## src/rtl/mem2_load_unit.sv

```systemverilog
// MEM2 load stage: serves cached hits from the dcache and runs uncached reads over a request/response channel.
// Define MEM2_LOAD_PERF_EN to build the uncached-load and load-stall performance counters.
module mem2_load_unit (
   input  logic        clk,
   input  logic        reset,
   input  logic        mem1_load_valid,
   input  logic        mem1_uncached,
   input  logic [31:0] mem1_addr,
   input  logic [1:0]  mem1_size,
   input  logic        stall_in,
   input  logic        flush,
   input  logic [31:0] dcache_rdata,
   input  logic        dcache_hit,
   output logic        unc_rd_req,
   output logic [31:0] unc_rd_addr,
   output logic [1:0]  unc_rd_size,
   input  logic        unc_rd_ready,
   input  logic        unc_rd_rvalid,
   input  logic [31:0] unc_rd_rdata,
   output logic [31:0] cache_rdata,
   output logic [31:0] RdAddr,
   output logic        rdata_valid,
   output logic        load_busy,
   output logic [31:0] unc_load_cnt,
   output logic [31:0] load_stall_cnt
);

   typedef enum logic [2:0] {IDLE, UNC_REQ, UNC_WAIT, HOLD, DRAIN} state_t;

   state_t      state_q, state_d;
   logic        valid_q, valid_d;
   logic        unc_q, unc_d;
   logic [31:0] addr_q, addr_d;
   logic [1:0]  size_q, size_d;
   logic [31:0] hold_q, hold_d;
   logic        unc_req_q, unc_req_d;
   logic        adv;

   assign adv         = !stall_in && !load_busy;
   assign RdAddr      = addr_q;
   assign unc_rd_size = size_q;
   assign unc_rd_addr = (size_q == 2'd2) ? {addr_q[31:2], 2'b00} : addr_q;
   assign unc_rd_req  = unc_req_q;

   // A flush kills the slot even while stalled, so a held uncached load is never reissued.
   always_comb begin
      valid_d = valid_q;
      unc_d   = unc_q;
      addr_d  = addr_q;
      size_d  = size_q;
      if (adv) begin
         valid_d = mem1_load_valid;
         unc_d   = mem1_uncached;
         addr_d  = mem1_addr;
         size_d  = mem1_size;
      end
      if (flush) begin
         valid_d = 1'b0;
      end
   end

   always_comb begin
      state_d     = state_q;
      hold_d      = hold_q;
      rdata_valid = 1'b0;
      cache_rdata = hold_q;
      load_busy   = 1'b0;
      case (state_q)
         IDLE: begin
            if (valid_q && !flush) begin
               if (unc_q) begin
                  load_busy = 1'b1;
                  state_d   = UNC_REQ;
               end else begin
                  rdata_valid = dcache_hit;
                  cache_rdata = dcache_rdata;
                  load_busy   = !dcache_hit;
                  if (dcache_hit && stall_in) begin
                     hold_d  = dcache_rdata;
                     state_d = HOLD;
                  end
               end
            end
         end
         UNC_REQ: begin
            load_busy = 1'b1;
            if (flush) begin
               state_d = unc_rd_ready ? DRAIN : IDLE;
            end else if (unc_rd_ready) begin
               state_d = UNC_WAIT;
            end
         end
         UNC_WAIT: begin
            load_busy = 1'b1;
            if (flush) begin
               state_d = unc_rd_rvalid ? IDLE : DRAIN;
            end else if (unc_rd_rvalid) begin
               hold_d  = unc_rd_rdata;
               state_d = HOLD;
            end
         end
         HOLD: begin
            rdata_valid = 1'b1;
            cache_rdata = hold_q;
            if (!stall_in || flush) begin
               state_d = IDLE;
            end
         end
         DRAIN: begin
            load_busy = 1'b1;
            if (unc_rd_rvalid) begin
               state_d = IDLE;
            end
         end
         default: state_d = IDLE;
      endcase
      unc_req_d = (state_d == UNC_REQ);
   end

   always_ff @(posedge clk) begin
      if (reset) begin
         state_q   <= IDLE;
         valid_q   <= 1'b0;
         unc_q     <= 1'b0;
         addr_q    <= 32'd0;
         size_q    <= 2'd0;
         hold_q    <= 32'd0;
         unc_req_q <= 1'b0;
      end else begin
         state_q   <= state_d;
         valid_q   <= valid_d;
         unc_q     <= unc_d;
         addr_q    <= addr_d;
         size_q    <= size_d;
         hold_q    <= hold_d;
         unc_req_q <= unc_req_d;
      end
   end

`ifdef MEM2_LOAD_PERF_EN
   logic [31:0] unc_cnt_q, unc_cnt_d;
   logic [31:0] stall_cnt_q, stall_cnt_d;

   // Both counters wrap naturally at 2^32.
   always_comb begin
      unc_cnt_d   = unc_cnt_q;
      stall_cnt_d = stall_cnt_q;
      if (unc_rd_req && unc_rd_ready) begin
         unc_cnt_d = unc_cnt_q + 32'd1;
      end
      if (load_busy) begin
         stall_cnt_d = stall_cnt_q + 32'd1;
      end
   end

   always_ff @(posedge clk) begin
      if (reset) begin
         unc_cnt_q   <= 32'd0;
         stall_cnt_q <= 32'd0;
      end else begin
         unc_cnt_q   <= unc_cnt_d;
         stall_cnt_q <= stall_cnt_d;
      end
   end

   assign unc_load_cnt   = unc_cnt_q;
   assign load_stall_cnt = stall_cnt_q;
`else
   assign unc_load_cnt   = 32'd0;
   assign load_stall_cnt = 32'd0;
`endif

endmodule

```

## config.mk

```make
export PLATFORM = sky130hd
export DESIGN_NAME = mem2_load_unit
export DESIGN_NICKNAME = d
export VERILOG_FILES = /design/src/rtl/mem2_load_unit.sv
export SDC_FILE = /design/constraint.sdc
export NUM_CORES = 1
export LEC_CHECK = 0
export CORE_ASPECT_RATIO = 0.7
export CORE_MARGIN = 2
export CORE_UTILIZATION = 39
export CTS_CLUSTER_DIAMETER = 200
export DETAILED_ROUTE_END_ITERATION = 10
export MAX_ROUTING_LAYER = met4
export PLACE_DENSITY = 0.82
export SYNTH_ARGS = -nofsm -noshare
export SYNTH_HDL_FRONTEND = slang
export SYNTH_SLANG_ARGS = --single-unit
export TNS_END_PERCENT = 5
```

## constraint.sdc

```tcl
create_clock -name clk -period 2.4 [get_ports clk]
set_input_delay 0.36 -clock clk [delete_from_list [all_inputs] [get_ports clk]]
set_output_delay 0.36 -clock clk [all_outputs]
set_load 0.05 [all_outputs]
```

==> results of run 1 <==
## worst paths after layout
kind,to,slack (ps),cells after the start
max,cache_rdata[28],40,6
min,RdAddr[12]$_SDFFE_PP0P_,490,2
max reg2reg,RdAddr[11]$_SDFFE_PP0P_,520,6
min reg2reg,RdAddr[12]$_SDFFE_PP0P_,490,2
## metrics by stage
step	setup WS (ps)	utilization	power, uW
5_1_grt	-22.9	0.608	3830
2_1_floorplan	240	-	2140
4_1_cts	1.97	0.595	3720
3_3_place_gp	-30.1	0.566	2410
6_report	40.1	0.608	3690
3_5_place_dp	-71.1	0.566	2420
## registers in the layout, summed over array words and instances (netlist names)
name and flops:
RdAddr 32, hold_q 32, state_q 3, unc_rd_size 2, unc_q 1, unc_rd_req 1, valid_q 1
## synthesized netlist by cell type (all sizes together) (3+ instances only)
| cell type | number | area [um^2] |
|---|---|---|
| nand2 | 101 | 379 |
| nor2 | 5 | 18.8 |
| a211oi | 32 | 390 |
| dfxtp | 72 | 1440 |
| nand2b | 75 | 469 |
| clkbuf | 14 | 52.6 |
| buf | 119 | 906 |
| or2 | 3 | 18.8 |
| nor3 | 33 | 176 |
| mux2i | 70 | 701 |
## layer usage
layer,global-route usage,vias up
li1,-,1990
met1,0.224,1874
met2,0.344,148
met3,0.0442,11
met4,0.0538,0
met5,-,-
## cell usage in the layout (no fill, tap or decap), types with 3 or more instances in the layout
master,netlist,layout
a211oi_2,30,30
nand2b_1,75,75
dfxtp_2,0,3
mux2i_1,70,70
buf_12,0,29
clkbuf_16,0,11
nand2_2,0,25
buf_6,10,11
clkinvlp_4,0,3
clkbuf_8,0,3
dfxtp_1,72,68
buf_4,95,10
conb_1,1,64
nor3_1,32,32
nor2_1,5,4
nand2_1,101,76
clkdlybuf4s50_1,0,171
## critical path, cell delays in order (launching register included)
cell	delay, ps
dfxtp_4	360
or4_4	500
or2_4	310
clkbuf_16	190
nand2_2	80
nand2_2	80
buf_12	150
## logic make-up after synthesis
| kind of cell | after synthesis | synth area share |
|---|---|---|
| other cells | 1 | 0.000795 |
| simple gates | 227 | 0.241 |
| compound gates | 43 | 0.0990 |
| buf+inv | 135 | 0.205 |
| mux | 70 | 0.149 |
| flops | 72 | 0.306 |
## cell type report
type	count	area, um^2
tap	157	196
fill	962	4610
multi-input combinational	404	2630
timing repair buffer	225	2580
inverter	2	7.51
clock buffer	12	267
clock inverter	4	27.5
sequential	72	1450
## repair_timing
| item | in CTS | in global routing |
|---|---|---|
| pin swaps | 2 | 2 |
| hold buffers | 0 | 0 |
| setup buffers | 0 | 1 |
| cloned | 1 | 2 |
| resized for setup | 7 | 37 |
| setup endpoints to repair | 32 | 32 |
## power by group through the flow
stage	registers [uW]	clock network [uW]	logic (uW)
after floorplan	1430	0	707
after global placement	1300	0	1100
after detailed placement	1310	0	1120
after CTS	1280	1310	1130
after global routing	1290	1360	1180
final	1280	1270	1130
==> results.cfg, run 1 <==
[cells_and_area]
fin_area_um2 = 7160
final_cells = 876
antenna_cells = 0
synthToLayoutAreaGrowth_pct = 51.9
drive_gt1_frac = 0.189
finalNetCount = 821

[route]
vias = 4023
wl_met1_um = 5400
first_pass_iters = 4
via_per_inst = 4.59
drc = 0
drt-total-wl_um = 12800
wire_per_inst_um = 14.7
highest_layer = met4
routed-wl-met3_um = 771
wl_met2_um = 6540
ant_nets = 0
drtIter0Drc = 122

[worst_setup_path]
r2r-start = state_q[1]$_SDFF_PP0_
cp_max_fo = 8
crit_path_end_kind = output pin
cp-start-kind = flop
critPathLaunch = state_q[2]$_SDFF_PP0_
setup.worst_path.class = reg -> out
critical_path_arrival_ps = 2000
critPathRequiredTime_ps = 2040

[sta]
setup_viol = 0
slew_violations = 0
fin_skew_ps = 6.92
post-route-min-period_ps = 2360
slew_headroom = 0.540
grt_setup_unrepaired = true
worst_slew_pin_slew_ps = 690
clock.fmax_ghz = 0.424
finalHoldViolCount = 0
holdWs_ps = 486
post-route-period-util = 0.983
final.setup.tns_ps = 0

[clock_tree]
cts.sinks = 72
clk_pin_slew_ps = 60
cts_root_buf = clkbuf_16
clk_latency_ps = 330
ctsLongestPathBuffers = 2
cts_tree = yes
numCtsBuffers = 9
cts-htree-levels = 3

[floorplan]
die-area_um2 = 13000
die_x_um = 135
core_area_um2 = 11800
die_y_um = 96.0
rows = 33
start_util = 0.401
design.portCount = 272

[yosys]
synth.distinct_cells = 33
synth_seq_cells = 72
ys_seq_area_frac = 0.306
synth-edff-count = 0
syn_avg_cell_area_um2 = 8.60
synth_area_um2 = 4710
synth_warnings = 0
postSynth.asyncResetShare = 0
yosys_most_used_dff = dfxtp_1
synth_cells = 548

[worst_hold_path]
hp-class = reg -> reg
min_from = RdAddr[12]$_SDFFE_PP0P_

[power_and_ir_drop]
p_leak_uw = 0.00284
powerDensity_nw_per_um2 = 515
seq_power_share = 0.347
switching_share = 0.339
combPwrFrac = 0.308
power.share.clock = 0.345
internal_power_uw = 2440
p_sw_uw = 1250
max-vdd-ir-drop_v = 0.000381

[global_route]
grtUsageTotal = 0.194
overflow = 0
grt_pass1_wl_um = 19400
grt_pass1_vias = 3997
grt_max_degree = 86
antenna_found_initial = 0

[placement]
post_dp_cell_area_um2 = 6660
gp_congestion = 0.834
dpl.hpwl_um = 9270
port_buffers = 207
dpl.cell_count = 856

[flow_run]
maxCapViolations = 0

[run_status]
status = complete, no violations
(Power assumes the default switching activity.)
==> run 2, diff against run 1 <==
--- a/config.mk
+++ b/config.mk
@@ -10,6 +10,7 @@
 export CORE_UTILIZATION = 39
 export CTS_CLUSTER_DIAMETER = 200
 export DETAILED_ROUTE_END_ITERATION = 10
+export GPL_TIMING_DRIVEN = 0
 export MAX_ROUTING_LAYER = met4
 export PLACE_DENSITY = 0.82
 export SYNTH_ARGS = -nofsm -noshare
==> results.cfg, run 2 (synthesis results as in run 1) <==
[run_status]
status = finished, violations left
violations = negative setup slack

[floorplan]
die-area_um2 = 13000
core_area_um2 = 11800
die_x_um = 135
design.portCount = 272
rows = 33
die_y_um = 96.0
start_util = 0.401

[sta]
worst_slew_pin_slew_ps = 724
slew_violations = 0
post-route-min-period_ps = 2530
clock.fmax_ghz = 0.395
fin_skew_ps = 8.07
setup_viol = 30
grt_setup_unrepaired = true
post-route-period-util = 1.06
holdWs_ps = 486
setup_ws_ps = -134
final.setup.tns_ps = -3000
slew_headroom = 0.517
finalHoldViolCount = 0

[worst_hold_path]
hp-class = reg -> reg
hold_path_depth = 2
min_from = valid_q$_SDFFE_PP0P_
holdPathEnd = valid_q$_SDFFE_PP0P_

[worst_setup_path]
reg2reg_depth = 6
r2r_setup_slack_ps = 340
crit_path_end_kind = output pin
max_stage_delay_ps = 590
slowest_stage = or4_4
r2r-start = state_q[1]$_SDFF_PP0_
cp-start-kind = flop
critical_path_arrival_ps = 2170
crit_path_cell_trace = buf_6 > or4_4 > or2_4 > clkbuf_16 > nand2_4 > nand2_4 > buf_8
reg2reg_to = hold_q[21]$_SDFFE_PP0P_
critPathRequiredTime_ps = 2040
crit_top_cell = nand2_4
cp_max_fo = 7
setup.worst_path.class = reg -> out

[clock_tree]
cts_tree = yes
clk_latency_ps = 330
ctsLongestPathBuffers = 2
clk_pin_slew_ps = 60
cts_root_buf = clkbuf_16
cts-htree-levels = 3
numCtsBuffers = 9
cts.sinks = 72

[route]
wire_per_inst_um = 14.3
routed-wl-met3_um = 896
drt-total-wl_um = 14300
ant_nets = 0
first_pass_iters = 4
drtIter0Drc = 141
highest_layer = met4
drc = 0
wl_met1_um = 6600
wl_met2_um = 6730
via_per_inst = 4.44
vias = 4449

[cells_and_area]
synthToLayoutAreaGrowth_pct = 70.1
drive_gt1_frac = 0.316
final_cell_mix = 171 x clkdlybuf4s50_1, 104 x buf_4, 75 x nand2b_1
antenna_cells = 0
finalNetCount = 947
postLayoutCoreUtil = 0.681
final_common_cell = clkdlybuf4s50_1
fillers = 985

[global_route]
grt_max_degree = 14
grt_pass1_wl_um = 20300
grt_pass1_vias = 4100
overflow = 0
grtUsageTotal = 0.202
antenna_found_initial = 0

[power_and_ir_drop]
p_leak_uw = 0.00345
p_total_uw = 3880
powerDensity_nw_per_um2 = 483
max-vdd-ir-drop_v = 0.000287

[flow_run]
maxCapViolations = 0

[placement]
dpl.hpwl_um = 10400
port_buffers = 206
gp_congestion = 0.854
pre_cts_ws_ps = -1150
run 2: cell count changes in the layout (fill, tap and decap cells not counted), sizes merged:
cell and change:
buf +112, clkbuf +10, dlygate4sd2 +2, bufinv +1, clkinv +1, dlymetal6s2s -1
or2 +1
run 2: worst max path at each step:
stage                           from               to  slack, ps
6_report       state_q[1]$_SDFF_PP0_  cache_rdata[17]       -130
5_1_grt        state_q[1]$_SDFF_PP0_   cache_rdata[5]       -180
4_1_cts        state_q[1]$_SDFF_PP0_   cache_rdata[9]       -100
3_5_place_dp                   flush   cache_rdata[0]      -1150
3_3_place_gp                   flush   cache_rdata[5]      -1150
2_1_floorplan                  flush   cache_rdata[0]        240
run 2: report_power, final:
part | internal (uW) | switching (uW) | total (uW) | leakage, uW
logic | 518 | 749 | 1270 | 0.00273
registers | 1240 | 40.9 | 1280 | 0.000588
clock network | 808 | 517 | 1330 | 0.000135
run 2: worst max-delay path, delay by kind of cell, from the launching register on:
kind	cells	cell delay [ps]
and+or+nand+nor	4	1060
DFF	1	310
buffers and inverters	3	460
run 2: layer usage:
layer	vias up	track usage
met1	2014	0.268
met5	-	-
met2	168	0.317
met3	10	0.0469
li1	2257	-
met4	0	0.0451
run 2: timing repair:
| item | in CTS | in global routing |
|---|---|---|
| setup endpoints to repair | 34 | 33 |
| hold buffers | 0 | 0 |
| buffers inserted | 0 | 7 |
| gates cloned | 0 | 6 |
| gates resized for setup | 217 | 124 |
| pin swaps | 1 | 34 |
run 2: final cells by class:
type | count | area (um^2) | area share
well taps | 157 | 196 | 0.0245
flip-flops and latches | 72 | 1440 | 0.180
multi-input cells | 405 | 2780 | 0.346
plain buffers | 132 | 1010 | 0.126
inverters | 2 | 7.51 | 0.000936
repair buffers | 218 | 2290 | 0.285
clock buffers | 10 | 229 | 0.0286
clock inverters | 6 | 70.1 | 0.00874
run 2: through the flow:
step	instances	cell area [um^2]
5_1_grt	1002	8020
3_3_place_gp	974	7210
6_report	1002	8020
3_5_place_dp	974	7210
4_1_cts	989	7510
2_1_floorplan	611	4950
==> run 3, diff against run 2 <==
--- a/config.mk
+++ b/config.mk
@@ -5,14 +5,15 @@
 export SDC_FILE = /design/constraint.sdc
 export NUM_CORES = 1
 export LEC_CHECK = 0
+export CELL_PAD_IN_SITES_DETAIL_PLACEMENT = 2
+export CELL_PAD_IN_SITES_GLOBAL_PLACEMENT = 2
 export CORE_ASPECT_RATIO = 0.7
 export CORE_MARGIN = 2
-export CORE_UTILIZATION = 39
+export CORE_UTILIZATION = 21
 export CTS_CLUSTER_DIAMETER = 200
 export DETAILED_ROUTE_END_ITERATION = 10
-export GPL_TIMING_DRIVEN = 0
 export MAX_ROUTING_LAYER = met4
-export PLACE_DENSITY = 0.82
+export PLACE_DENSITY_LB_ADDON = 0.1
 export SYNTH_ARGS = -nofsm -noshare
 export SYNTH_HDL_FRONTEND = slang
 export SYNTH_SLANG_ARGS = --single-unit
==> results.cfg, run 3 (synthesis results as in run 1) <==
[cells_and_area]
drive_gt1_frac = 0.241
final_cell_mix = 171 x clkdlybuf4s50_1, 75 x nand2b_1, 70 x mux2i_1
postLayoutCoreUtil = 0.347
final_common_cell = clkdlybuf4s50_1
synthToLayoutAreaGrowth_pct = 60.9
fin_area_um2 = 7590
finalNetCount = 829

[clock_tree]
cts_root_buf = clkbuf_16
ctsLongestPathBuffers = 2
cts-htree-levels = 3
cts_tree = yes
numCtsBuffers = 9
cts.sinks = 72
clk_pin_slew_ps = 60
clk_latency_ps = 330

[placement]
gp_congestion = 0.747
post_dp_cell_area_um2 = 6760
pre_cts_ws_ps = -97.4
port_buffers = 207
dpl.hpwl_um = 12200

[worst_hold_path]
min_from = flush
hold_path_depth = 5
holdPathEnd = valid_q$_SDFFE_PP0P_
hp-class = in -> reg

[route]
ant_nets = 0
first_pass_iters = 4
vias = 4168
drt-total-wl_um = 17700
via_per_inst = 4.13
drtIter0Drc = 162
wire_per_inst_um = 17.5
drc = 0

[worst_setup_path]
cp_max_fo = 8
r2r-start = unc_q$_SDFFE_PP0P_
setup.worst_path.class = reg -> out
crit_path_end_kind = output pin
critical_path_arrival_ps = 2090
r2r_setup_slack_ps = 390
cp-start-kind = flop
reg2reg_depth = 7
reg2reg_to = hold_q[5]$_SDFFE_PP0P_
critPathRequiredTime_ps = 2040

[sta]
final.setup.tns_ps = -647
slew_headroom = 0.436
post-route-min-period_ps = 2450
setup_viol = 29
grt_setup_unrepaired = true
worst_slew_pin_slew_ps = 845
slew_violations = 0
clock.fmax_ghz = 0.409
post-route-period-util = 1.02
setup_ws_ps = -45.2
fin_skew_ps = 7.36
finalHoldViolCount = 0

[floorplan]
design.portCount = 272
die_x_um = 183
rows = 45
core_area_um2 = 21800
start_util = 0.216
die-area_um2 = 23700
die_y_um = 129

[global_route]
overflow = 0
grtUsageTotal = 0.141
grt_pass1_vias = 4510
grt_pass1_wl_um = 25400
antenna_found_initial = 1
grt_max_degree = 91

[power_and_ir_drop]
max-vdd-ir-drop_v = 0.000314
p_leak_uw = 0.00292
powerDensity_nw_per_um2 = 498
p_total_uw = 3780

[run_status]
violations = negative setup slack
status = finished, violations left

[flow_run]
maxCapViolations = 0
[run 3: area by class of cell]
class                      instances  area, um^2
clock inverter                     6        61.3
tap                              282         353
fill                            2390       14300
antenna                            1        2.50
inverter                           2        7.51
timing repair buffer             233        2690
clock buffer                       9         225
multi-input combinational        404        2800
sequential                        72        1450
[run 3: stage by stage]
stage | instances | hold slack (ps)
final | 1009 | 480
after floorplan | 611 | 448
after global routing | 1009 | 516
after CTS | 995 | 501
after detailed placement | 980 | 490
after global placement | 980 | 475
[run 3: metal layers]
metal	track usage	part of all wire
met5	-	0
met4	0.0282	0.0056
met3	0.0408	0.058
met2	0.223	0.46
met1	0.180	0.47
[run 3: power breakdown]
part	switching (uW)	internal [uW]	total (uW)	leakage [uW]
sequential	40.2	1240	1280	0.000589
combinational	742	425	1170	0.00219
clock	535	795	1330	0.000141
[run 3: critical path, stage by stage, from the launching register on]
cell       delay (ps)
dfxtp_2           330
or4_4             520
or2_4             290
clkbuf_16         180
buf_12            140
nand2_2            70
nand2_2            60
buf_12            150
[run 3: how the worst max path moves through the flow]
stage                  startpoint  slack [ps]         endpoint
3_3_place_gp                flush         -90   cache_rdata[4]
3_5_place_dp                flush        -100   cache_rdata[4]
6_report       unc_q$_SDFFE_PP0P_         -50  cache_rdata[24]
5_1_grt        unc_q$_SDFFE_PP0P_        -110  cache_rdata[24]
4_1_cts                     flush         -70  cache_rdata[28]
2_1_floorplan               flush         240   cache_rdata[0]
[run 3: timing repair]
item / 4_1_cts / 5_1_grt
buffers inserted: 0 / 8
hold buffers: 0 / 0
cloned: 0 / 5
gates resized for setup: 32 / 75
pin swaps: 0 / 28
endpoints found under the setup margin: 32 / 32
